### src/rtl/sseg_scan_ctrl.sv
// Four-digit common-anode seven-segment scan controller with guard gaps,
// built-in hex decode, leading-zero suppression and frame-aligned updates.
module sseg_scan_ctrl #(
  parameter int unsigned ON_CYCLES    = 100000,
  parameter int unsigned GUARD_CYCLES = 1000
) (
  input  logic        clk,
  input  logic        reset,
  input  logic        enable,
  input  logic        upd_req,
  input  logic [15:0] upd_val,
  input  logic [3:0]  upd_blank,
  input  logic [3:0]  upd_dp,
  input  logic        lz_en,
  output logic        upd_ack,
  output logic [3:0]  an,
  output logic [6:0]  seg,
  output logic        dp,
  output logic        frame_done
);

  localparam int unsigned MAX_OG = (ON_CYCLES > GUARD_CYCLES) ? ON_CYCLES : GUARD_CYCLES;
  localparam int unsigned MAXC   = (MAX_OG > 2) ? MAX_OG : 2;
  localparam int unsigned CW     = $clog2(MAXC);
  localparam logic [CW-1:0] ON_LAST    = CW'(ON_CYCLES - 1);
  localparam logic [CW-1:0] GUARD_LAST = CW'((GUARD_CYCLES > 0) ? (GUARD_CYCLES - 1) : 0);

  typedef enum logic [1:0] {IDLE, ON, GUARD} state_t;

  state_t        state, state_nx;
  logic [1:0]    digit, digit_nx;
  logic [CW-1:0] cnt, cnt_nx;

  logic [15:0] pend_val, sh_val, eff_val;
  logic [3:0]  pend_blank, sh_blank, eff_blank;
  logic [3:0]  pend_dp, sh_dp, eff_dp;
  logic        pend_valid;
  logic        commit;
  logic [3:0]  lz_dark;
  logic [3:0]  nib;
  logic        dark;
  logic        frame_last;
  logic [3:0]  an_nx;
  logic [6:0]  seg_nx;
  logic        dp_nx;

  function automatic logic [6:0] hex_decode(input logic [3:0] h);
    case (h)
      4'h0: hex_decode = 7'h40;
      4'h1: hex_decode = 7'h79;
      4'h2: hex_decode = 7'h24;
      4'h3: hex_decode = 7'h30;
      4'h4: hex_decode = 7'h19;
      4'h5: hex_decode = 7'h12;
      4'h6: hex_decode = 7'h02;
      4'h7: hex_decode = 7'h78;
      4'h8: hex_decode = 7'h00;
      4'h9: hex_decode = 7'h18;
      4'hA: hex_decode = 7'h08;
      4'hB: hex_decode = 7'h03;
      4'hC: hex_decode = 7'h46;
      4'hD: hex_decode = 7'h21;
      4'hE: hex_decode = 7'h06;
      default: hex_decode = 7'h0E;
    endcase
  endfunction

  always_ff @(posedge clk) begin
    if (reset) begin
      state <= ON;
      digit <= '0;
      cnt   <= '0;
    end else begin
      state <= state_nx;
      digit <= digit_nx;
      cnt   <= cnt_nx;
    end
  end

  always_comb begin
    state_nx = state;
    digit_nx = digit;
    cnt_nx   = cnt;
    if (!enable) begin
      state_nx = IDLE;
      digit_nx = '0;
      cnt_nx   = '0;
    end else begin
      case (state)
        IDLE: begin
          state_nx = ON;
          digit_nx = '0;
          cnt_nx   = '0;
        end
        ON: begin
          if (cnt == ON_LAST) begin
            cnt_nx = '0;
            if (GUARD_CYCLES == 0) digit_nx = digit + 2'd1;
            else                   state_nx = GUARD;
          end else begin
            cnt_nx = cnt + CW'(1);
          end
        end
        GUARD: begin
          if (cnt == GUARD_LAST) begin
            cnt_nx   = '0;
            state_nx = ON;
            digit_nx = digit + 2'd1;
          end else begin
            cnt_nx = cnt + CW'(1);
          end
        end
        default: state_nx = IDLE;
      endcase
    end
  end

  assign commit = enable && (state == ON) && (digit == 2'd0) && (cnt == '0) && pend_valid;

  // On the commit cycle the shadow is still old, so display from pending to
  // keep the first cycle of the new frame untorn.
  assign eff_val   = commit ? pend_val   : sh_val;
  assign eff_blank = commit ? pend_blank : sh_blank;
  assign eff_dp    = commit ? pend_dp    : sh_dp;

  assign lz_dark[0] = 1'b0;
  assign lz_dark[1] = lz_en && (eff_val[15:4]  == '0);
  assign lz_dark[2] = lz_en && (eff_val[15:8]  == '0);
  assign lz_dark[3] = lz_en && (eff_val[15:12] == '0);

  assign nib  = eff_val[{digit, 2'b00} +: 4];
  assign dark = eff_blank[digit] | lz_dark[digit];

  assign frame_last = enable && (digit == 2'd3) &&
                      ((GUARD_CYCLES == 0) ? ((state == ON)    && (cnt == ON_LAST))
                                           : ((state == GUARD) && (cnt == GUARD_LAST)));

  always_comb begin
    an_nx  = 4'hF;
    seg_nx = 7'h7F;
    dp_nx  = 1'b1;
    if (enable && (state == ON)) begin
      an_nx = ~(4'b0001 << digit);
      if (!dark) begin
        seg_nx = hex_decode(nib);
        dp_nx  = ~eff_dp[digit];
      end
    end
  end

  always_ff @(posedge clk) begin
    if (reset) begin
      an         <= 4'hF;
      seg        <= 7'h7F;
      dp         <= 1'b1;
      frame_done <= 1'b0;
    end else begin
      an         <= an_nx;
      seg        <= seg_nx;
      dp         <= dp_nx;
      frame_done <= frame_last;
    end
  end

  always_ff @(posedge clk) begin
    if (reset) begin
      upd_ack    <= 1'b0;
      pend_val   <= '0;
      pend_blank <= '1;
      pend_dp    <= '0;
      pend_valid <= 1'b0;
      sh_val     <= '0;
      sh_blank   <= '1;
      sh_dp      <= '0;
    end else begin
      upd_ack <= upd_req;
      if (upd_req) begin
        pend_val   <= upd_val;
        pend_blank <= upd_blank;
        pend_dp    <= upd_dp;
        pend_valid <= 1'b1;
      end else if (commit) begin
        pend_valid <= 1'b0;
      end
      if (commit) begin
        sh_val   <= pend_val;
        sh_blank <= pend_blank;
        sh_dp    <= pend_dp;
      end
    end
  end

endmodule
### config.mk
export PLATFORM = sky130hd
export DESIGN_NAME = sseg_scan_ctrl
export DESIGN_NICKNAME = d
export VERILOG_FILES = /design/src/rtl/sseg_scan_ctrl.sv
export SDC_FILE = /design/constraint.sdc
export NUM_CORES = 1
export LEC_CHECK = 0
export CORE_MARGIN = 3
export CORE_UTILIZATION = 27
export DETAILED_ROUTE_END_ITERATION = 8
export GPL_TIMING_DRIVEN = 0
export HOLD_SLACK_MARGIN = 0.05
export PLACE_DENSITY = 0.45
export SLEW_MARGIN = 0
export SYNTH_ARGS = -nofsm -noshare
export SYNTH_HDL_FRONTEND = slang
export SYNTH_SLANG_ARGS = --single-unit
### constraint.sdc
create_clock -name clk -period 8.68 [get_ports clk]
set_input_delay 0.868 -clock clk [delete_from_list [all_inputs] [get_ports clk]]
set_output_delay 0.868 -clock clk [all_outputs]
set_load 0.03 [all_outputs]
# Word level (Yosys, flattened, before mapping)
# Memories as Yosys holds them, arrays and structs flattened. A register that Yosys moved wholly into a read port is not among the register bits.
# Index checks and enable logic that the tools add are counted.
[op_classes] n_addsub=2 order_cmp=1 eq_ne=9 n_shift=2 n_mux=20 n_bitwise=5 reduce_logical=25
[ops] op="$pmux W17 S3" count=1
[ops] op="$mux W17" count=2
[ops] op="$add A17 B1 Y17 const B" count=1
[ops] op="$eq A17 B10 Y1 const B" count=1
[ops] op="$eq A17 B17 Y1 const B" count=1
[ops] op="$logic_not A17 Y1" count=1
[ops] op="$mux W16" count=1
[ops] op="$shiftx A16 B5 Y4" count=1
[ops] op="$logic_not A12 Y1" count=1
[ops] op="$logic_and A1 B1 Y1" count=10
[ops] op="$logic_not A8 Y1" count=1
[ops] op="$mux W4" count=2
[ops] op="$bmux W1 S2" count=3
[ops] op="$mux W1" count=6
[ops] op="$mux W2" count=3
[ops] op="$pmux W2 S3" count=1
[ops] op="$reduce_and A2 Y1" count=3
[ops] op="$eq A2 B2 Y1 const B" count=2
[ops] op="$logic_not A2 Y1" count=2
[ops] op="$logic_not A4 Y1" count=1
[ops] op="$not A4 Y4" count=1
[ops] op="$pmux W2 S2" count=1
[ops] op="$reduce_bool A2 Y1" count=2
[ops] op="$reduce_or A2 Y1" count=2
[ops] op="other kinds (12)" count=14
[totals] ff_bits=77 rom_bits=112 in_bits=29 out_inout_bits=14 elab_cells=80 memories=1
[mem_list] name="(name not given)" depth=16 word_bits=7 read_ports=1 rd_ports_with_merged_regs=1 wr=0 line_no="48" rtl="case (h)"

# Longest topological paths before layout
# Gate-level depths: netlist (run 1).
[depth] depth_word=12 depth_mapped=14 depth_no_buf=12

# Worst setup path before layout (run 1)
# No wires, ideal clock.
[synth_path] kind="input to register" startpoint="input enable" endpoint="register seg[3]" setup_ns=0.118 arrival_time_ns=3.305 required_time_ns=8.562 path_slack_ns=5.257 stages=11 path_buffers=2 cell_sequence="nand4b_1 -> nor4b_1 -> nand4_1 -> buf_6 -> buf_6 -> mux2i_1 -> mux4_2 -> ha_1 -> mux2_1 -> o22ai_1 -> o21ai_1"
[synth_between] elab_chain_cells=11 elab_cells_between_ends=20 cone_classes="shift: 1; mux: 6; bitwise: 2; reduce/logical: 11"
[synth_lines] element="from (decl)" line_no="9" rtl="input logic enable,"
[synth_lines] element="$logic_and A1 B1 Y1 (*)" line_no="118, 142"
[synth_lines] element="$logic_and A1 B1 Y1 (3 in a row)" line_no="118" rtl="assign commit = enable && (state == ON) && (digit == 2'd0) && (cnt == '0) && pend_valid;"
[synth_lines] element="$mux W16"
[synth_lines] element="$logic_not A12 Y1 (tied with other cells)" line_no="127" rtl="assign lz_dark[1] = lz_en && (eff_val[15:4] == '0);"
[synth_lines] element="$logic_and A1 B1 Y1, on equally long branches" line_no="127, 128, 129"
[synth_lines] element="$bmux W1 S2" line_no="132" rtl="assign dark = eff_blank[digit] | lz_dark[digit];"
[synth_lines] element="$mux W1 (not written as such)" line_no="132"
[synth_lines] element="$or A1 B1 Y1" line_no="132"
[synth_lines] element="$reduce_or A3 Y1 (no line)"
[synth_lines] element="to (decl)" line_no="17" rtl="output logic [6:0] seg,"
# Mark *: on every way between the ends. The rest lies on a longest branch, timed or not. The select of a mux whose other input is x is not followed.
# A chain may end at the register's enable or synchronous reset.

# Worst setup path after layout (run 1)
# Same ends and word-level chain as after synthesis.

==> flow_metrics.env, run 1 <==
export IMPL_rows=42
export IMPL_drc=0
export IMPL_setup_tns_ns=0
export IMPL_die_h_um=124
export IMPL_finClkSkew_ns=0.00973
export IMPL_clkTransAtPathRegs_ns=0.06
export IMPL_ant_nets=0
export IMPL_critical_path_max_stage_delay_ns=0.56
export IMPL_cts_setup_buffers=0
export IMPL_synth_common_cells="dfxtp_1 (84), nor2_1 (69), mux2i_1 (52)"
export IMPL_worstPathArrival_ns=4.23
export IMPL_hold_end="sh_blank[2]"
export IMPL_gp_congestion=0.824
export IMPL_ys_ff_latch=84
export IMPL_synth_cell_types=45
export IMPL_synthArstFlopShare=0
export IMPL_rr_startpoint="digit[0]"
export IMPL_synth_top_flop_cell="dfxtp_1"
export IMPL_crit_slowest_cell="mux4_2"
export IMPL_synth_top_area_cell="dfxtp_1"
export IMPL_fin_nets=482
export IMPL_postLayoutSetupSlackWorst_ns=4.67
export IMPL_synth_area_leaders="dfxtp_1 (44%), mux2i_1 (14%), nor2_1 (6.8%)"
export IMPL_dpl_hpwl_um=6490
export IMPL_cp_common_cell="buf_6"
export IMPL_port_buffers=41
export IMPL_die_x_um=124
export IMPL_hold_viol_final=0
export IMPL_pre_cts_ws_ns=4.23
export IMPL_avgViaCountPerCell=4.55
export IMPL_setup_viol=0
export IMPL_grt_pass1_wl_um=14500
export IMPL_cp_max_fo=10
export IMPL_yosysWarnings=0
export IMPL_placed_cell_area_um2=4420
export IMPL_yosysMostFrequentCell="dfxtp_1"
export IMPL_grt_overflow=0
export IMPL_cts_max_level=3
export IMPL_p_leak_nw=2.02
export IMPL_critical_path_required_ns=8.90
export IMPL_fill_cells=1346
export IMPL_reg2reg_setup_slack_ns=4.82
export IMPL_ys_seq_area_frac=0.444
export IMPL_drv_cap=0
export IMPL_fin_crit_sh=0.462
export IMPL_synth_enable_flop_cells=0
export IMPL_dr_pass1_iters=4
export IMPL_r2r_end="seg[3]"
export IMPL_diodes=0
export IMPL_cts_root_buf="clkbuf_16"
export IMPL_syn_avg_cell_area_um2=9.87
export IMPL_grt_usage=0.117
export IMPL_syn2layout_area_growth_pct=25.0
export IMPL_cts_hold_buf=0
export IMPL_min_from="sh_blank[2]"
export IMPL_io_pins=43
export IMPL_synth_top_cell_area_share=0.444
export IMPL_drive_gt1_frac=0.0794
export IMPL_irDropWorstVdd_mv=0.0842
export IMPL_clk_latency_ns=0.35
export IMPL_cts_sinks=84
export IMPL_wirelength_um=8640
export IMPL_critPathLaunchType="input pin"
export IMPL_post_cts_resized=0
export IMPL_synthCells=384
export IMPL_min_path_cells=2
export IMPL_relSlewSlack=0.453
export IMPL_fmax_ghz=0.249
export IMPL_reg2reg_depth=13
export IMPL_first_iter_violations=190
export IMPL_p_per_area_nw_per_um2=186
export IMPL_status="complete, no violations"
export IMPL_vias=2807
export IMPL_coreArea_um2=13500
export IMPL_grt_setup_unrepaired="false"
export IMPL_layout_min_cycle_time_ns=4.01
export IMPL_critical_path_top_delay_family="multiplexers"
export IMPL_grt_pass1_vias=2806
export IMPL_antenna_found_initial=0
export IMPL_grt_max_degree=18
export IMPL_worstSetupPathType="input pin to flop"
export IMPL_cts_made_buffers=9
export IMPL_initial_utilization=0.281
export IMPL_synth_fp_nets=430
export IMPL_syn_area_um2=3790
export IMPL_design_area_um2=4740
export IMPL_cp_cell_sequence="clkdlybuf4s50_1 -> nand4b_1 -> nor4b_1 -> nand4_1 -> buf_6 -> buf_6 -> mux2i_1 -> mux4_2 -> ha_1 -> mux2_1 -> o22ai_1 -> o21ai_1"
export IMPL_cts_tree="done"
export IMPL_utilization=0.351
export IMPL_worst_hold_path_type="flop to flop"
export IMPL_crit_path_end_kind="flop"
export IMPL_clk_path_buf_depth=2
export IMPL_die_area_um2=15500
export IMPL_wl_per_cell_um=14.0
export IMPL_finalMaxSlewViolations=0
export IMPL_crit_buf_inv=3
export IMPL_worst_slew_pin_slew_ns=0.820
metal layers:
layer	vias to the layer above	wire [um]	global-route usage
li1	1430	-	-
met3	11	319	0.0223
met2	48	3980	0.182
met5	-	0	0
met1	1318	4200	0.157
met4	0	132	0.0535
layout make-up:
cell class              instances  area [um^2]  share of cell area
flip-flops and latches         84         1680               0.355
inverters                      13         48.8              0.0103
clock inverters                 7         90.1              0.0190
clock buffers                   9          225              0.0475
multi-input cells             269         1950               0.412
well taps                     176          220              0.0465
repair buffers                 41          410              0.0866
plain buffers                  18          108              0.0227
metrics by stage:
stage	power, mW	std cells	hold WS (ns)
floorplan	0.459	384	0.441
global placement	0.488	601	0.460
detailed placement	0.489	601	0.470
CTS	0.895	617	0.487
global route	0.918	617	0.496
finish	0.882	617	0.477
cells in the final DEF, fill, tap and decap left out, drive strengths merged, types with 10 or more instances in the layout:
| master | synthesis | final |
|---|---|---|
| nand2 | 16 | 16 |
| clkbuf | 10 | 19 |
| dfxtp | 84 | 84 |
| nor2 | 69 | 69 |
| inv | 13 | 17 |
| clkdlybuf4s50 | 0 | 41 |
| nor2b | 10 | 10 |
| ha | 17 | 17 |
| mux2i | 52 | 52 |
worst max path at each step:
stage                  end   start  depth (start not counted)
floorplan           seg[3]  enable                         11
global placement    seg[3]  enable                         12
detailed placement  seg[3]  enable                         12
CTS                 seg[3]  enable                         12
global route        seg[3]  enable                         12
finish              seg[3]  enable                         12
sequential cells by signal, indices dropped and copies added, names as in the netlist:
signal / count
state: 2
pend_dp: 4
upd_ack: 1
sh_dp: 4
dp: 1
cnt: 17
sh_blank: 4
pend_blank: 4
digit: 2
pend_valid: 1
an: 4
pend_val: 16
seg: 7
sh_val: 16
frame_done: 1
power by group:
group / internal [mW] / switching [mW]
clock: 0.230 / 0.172
combinational: 0.0377 / 0.0379
sequential: 0.396 / 0.00738
tightest hold or removal path: cells and delay by family, from the launching register on:
| kind | cells | cell delay (ns) |
|---|---|---|
| mux | 1 | 0.07 |
| simple gates | 1 | 0.07 |
| flops | 1 | 0.31 |
logic make-up after synthesis:
kind of cell	after synthesis	share of synthesized area
flops	84	0.444
fa+ha+maj	17	0.0561
xor+xnor	13	0.0300
simple gates	148	0.196
mux	59	0.176
compound gates	32	0.0574
buf+inv	31	0.0413
Note: power is estimated with default switching activity, not from simulation.
==> run 2, diff against run 1 <==
Clock period 8.68 ns to 4.2 ns, I/O delays scaled along.
==> results of run 2 <==
The final DEF is identical to that of run 1. Status: complete, no violations.
Main changes from that run: setup slack after placement 4.23 ns -> 0.203 ns; setup slack after layout 4.67 ns -> 0.338 ns; start point of the critical path enable -> digit[0]; register-to-register setup slack 4.82 ns -> 0.34 ns; total power 0.882 mW -> 1.82 mW; worst IR drop on VDD 0.0842 mV -> 0.174 mV
==> run 3, diff against run 2 <==
Settings changed: SETUP_SLACK_MARGIN from default to 0.2.
==> run 3 against run 2 <==
Combinational power about the same; clock skew about the same; register-to-register slack better by 0.19 ns; final area is 0.13% higher; count of clock-buffer cells in the layout unchanged; utilization hardly changed; fmax rose by 5.2%; global-route usage unchanged; highest routed layer unchanged; total power hardly changed; critical path depth unchanged; final cell count unchanged; sequential cell count is the same.
==> flow_metrics.env, run 3 (synthesis gave the netlist of run 1 again) <==
export IMPL_power_internal_mw=1.37
export IMPL_p_per_area_nw_per_um2=384
export IMPL_clk_latency_ns=0.34
export IMPL_antenna_found_initial=0
export IMPL_crit_path_end_kind="flop"
export IMPL_grt_max_degree=18
export IMPL_fmax_ghz=0.272
export IMPL_postLayoutSetupSlackWorst_ns=0.529
export IMPL_wl_per_cell_um=14.0
export IMPL_wirelength_um=8660
export IMPL_coreArea_um2=13500
export IMPL_fin_nets=482
export IMPL_rr_startpoint="digit[0]"
export IMPL_syn2layout_area_growth_pct=25.1
export IMPL_final_common_cell="dfxtp_1"
export IMPL_cts_sinks=84
export IMPL_grt_overflow=0
export IMPL_gp_congestion=0.824
export IMPL_top_register="cnt"
export IMPL_finClkSkew_ns=0.00973
export IMPL_dpl_hpwl_um=6490
export IMPL_critPathLaunchType="flop"
export IMPL_worstPathArrival_ns=3.89
export IMPL_grt_usage=0.117
export IMPL_die_area_um2=15500
export IMPL_setup_tns_ns=0
export IMPL_cts_tree="done"
export IMPL_cts_root_buf="clkbuf_16"
export IMPL_relSlewSlack=0.453
export IMPL_diodes=0
export IMPL_worst_hold_path_type="flop to flop"
export IMPL_largest_reg_flops=17
export IMPL_worst_slew_pin_slew_ns=0.820
export IMPL_hold_viol_final=0
export IMPL_vias=2796
export IMPL_cts_made_buffers=9
export IMPL_die_h_um=124
export IMPL_drive_gt1_frac=0.0839
export IMPL_min_from="sh_blank[2]"
export IMPL_drv_cap=0
export IMPL_layout_cells_non_filler=617
export IMPL_crit_start="digit[0]"
export IMPL_die_x_um=124
export IMPL_setup_viol=0
export IMPL_irDropWorstVdd_mv=0.173
export IMPL_netSwitchingPower_uw=450
export IMPL_io_pins=43
export IMPL_clkTransAtPathRegs_ns=0.06
export IMPL_final_cell_mix="dfxtp_1 (84), nor2_1 (69), mux2i_1 (52), clkdlybuf4s50_1 (41), ha_1 (17)"
export IMPL_first_iter_violations=194
export IMPL_rows=42
export IMPL_grt_pass1_wl_um=14500
export IMPL_initial_utilization=0.281
export IMPL_power_switching_share=0.247
export IMPL_grt_setup_unrepaired="false"
export IMPL_cts_max_level=3
export IMPL_cts_setup_buffers=0
export IMPL_critical_path_required_ns=4.42
export IMPL_dr_pass1_iters=4
export IMPL_drc=0
export IMPL_finalMaxSlewViolations=0
export IMPL_comb_power_share=0.086
export IMPL_fin_crit_sh=0.874
export IMPL_cp_max_fo=10
export IMPL_top_regs="cnt: 17 flops, pend_val: 16 flops, sh_val: 16 flops"
export IMPL_ant_nets=0
export IMPL_port_buffers=41
export IMPL_status="complete, no violations"
export IMPL_seqPwrFrac=0.458
export IMPL_totalPowerFinal_mw=1.82
export IMPL_clk_path_buf_depth=2
export IMPL_layout_min_cycle_time_ns=3.67
export IMPL_p_clk_frac=0.456
export IMPL_avgViaCountPerCell=4.53
export IMPL_worstSetupPathType="flop to flop"
export IMPL_p_leak_nw=2.02
export IMPL_dp_cells=601
export IMPL_pre_cts_ws_ns=0.203
export IMPL_grt_pass1_vias=2806
## run 3: cell counts in the layout (fill, tap and decap cells not counted)
Identical to the previous run, type by type.
## run 3: area by class of cell
class | count | area [um^2]
clock inverter | 7 | 90.1
multi-input combinational | 269 | 1960
tap | 176 | 220
buffer | 18 | 108
sequential | 84 | 1680
fill | 1346 | 8760
inverter | 13 | 48.8
timing repair buffer | 41 | 410
clock buffer | 9 | 225
## run 3: repair_timing
action                                  4_1_cts  5_1_grt
hold buffers                                  0        0
endpoints found under the setup margin        0        1
gates resized for setup                       0        2
## run 3: power groups by stage
stage	logic, mW	registers (mW)	clock network [mW]
final	0.157	0.834	0.831
after global routing	0.177	0.837	0.884
after CTS	0.159	0.834	0.856
after detailed placement	0.158	0.852	0
after global placement	0.157	0.852	0
after floorplan	0.0996	0.850	0
## run 3: path summary, 6_finish.rpt
| check | cells after the start | to | slack, ns |
|---|---|---|---|
| worst max register to register | 13 | seg[3] | 0.53 |
| worst min register to register | 2 | sh_blank[2] | 0.48 |
| worst max-delay path | 13 | seg[3] | 0.53 |
| worst min-delay path | 2 | sh_blank[2] | 0.48 |
## run 3: metrics by stage
stage | area, um^2 | hold slack, ns | utilization
final | 4740 | 0.477 | 0.351
after global routing | 4740 | 0.496 | 0.351
after CTS | 4740 | 0.481 | 0.351
after detailed placement | 4420 | 0.470 | 0.327
after global placement | 4420 | 0.460 | 0.327
after floorplan | 3790 | 0.441 | -
## run 3: routing by layer
| layer | GRT usage | up-vias | share of wire |
|---|---|---|---|
| li1 | - | 1430 | - |
| met1 | 0.157 | 1310 | 0.49 |
| met2 | 0.182 | 46 | 0.46 |
| met3 | 0.0223 | 10 | 0.035 |
| met4 | 0.0535 | 0 | 0.015 |
| met5 | 0 | - | 0 |
## run 3: critical path: stages (launching register included)
cell	delay (ns)
dfxtp_1	0.44
inv_2	0.20
ha_1	0.21
nand4b_1	0.14
nor4b_2	0.35
nand4_1	0.15
buf_6	0.19
buf_6	0.17
mux2i_1	0.15
mux4_2	0.56
ha_1	0.41
mux2_1	0.34
o22ai_1	0.15
o21ai_1	0.08
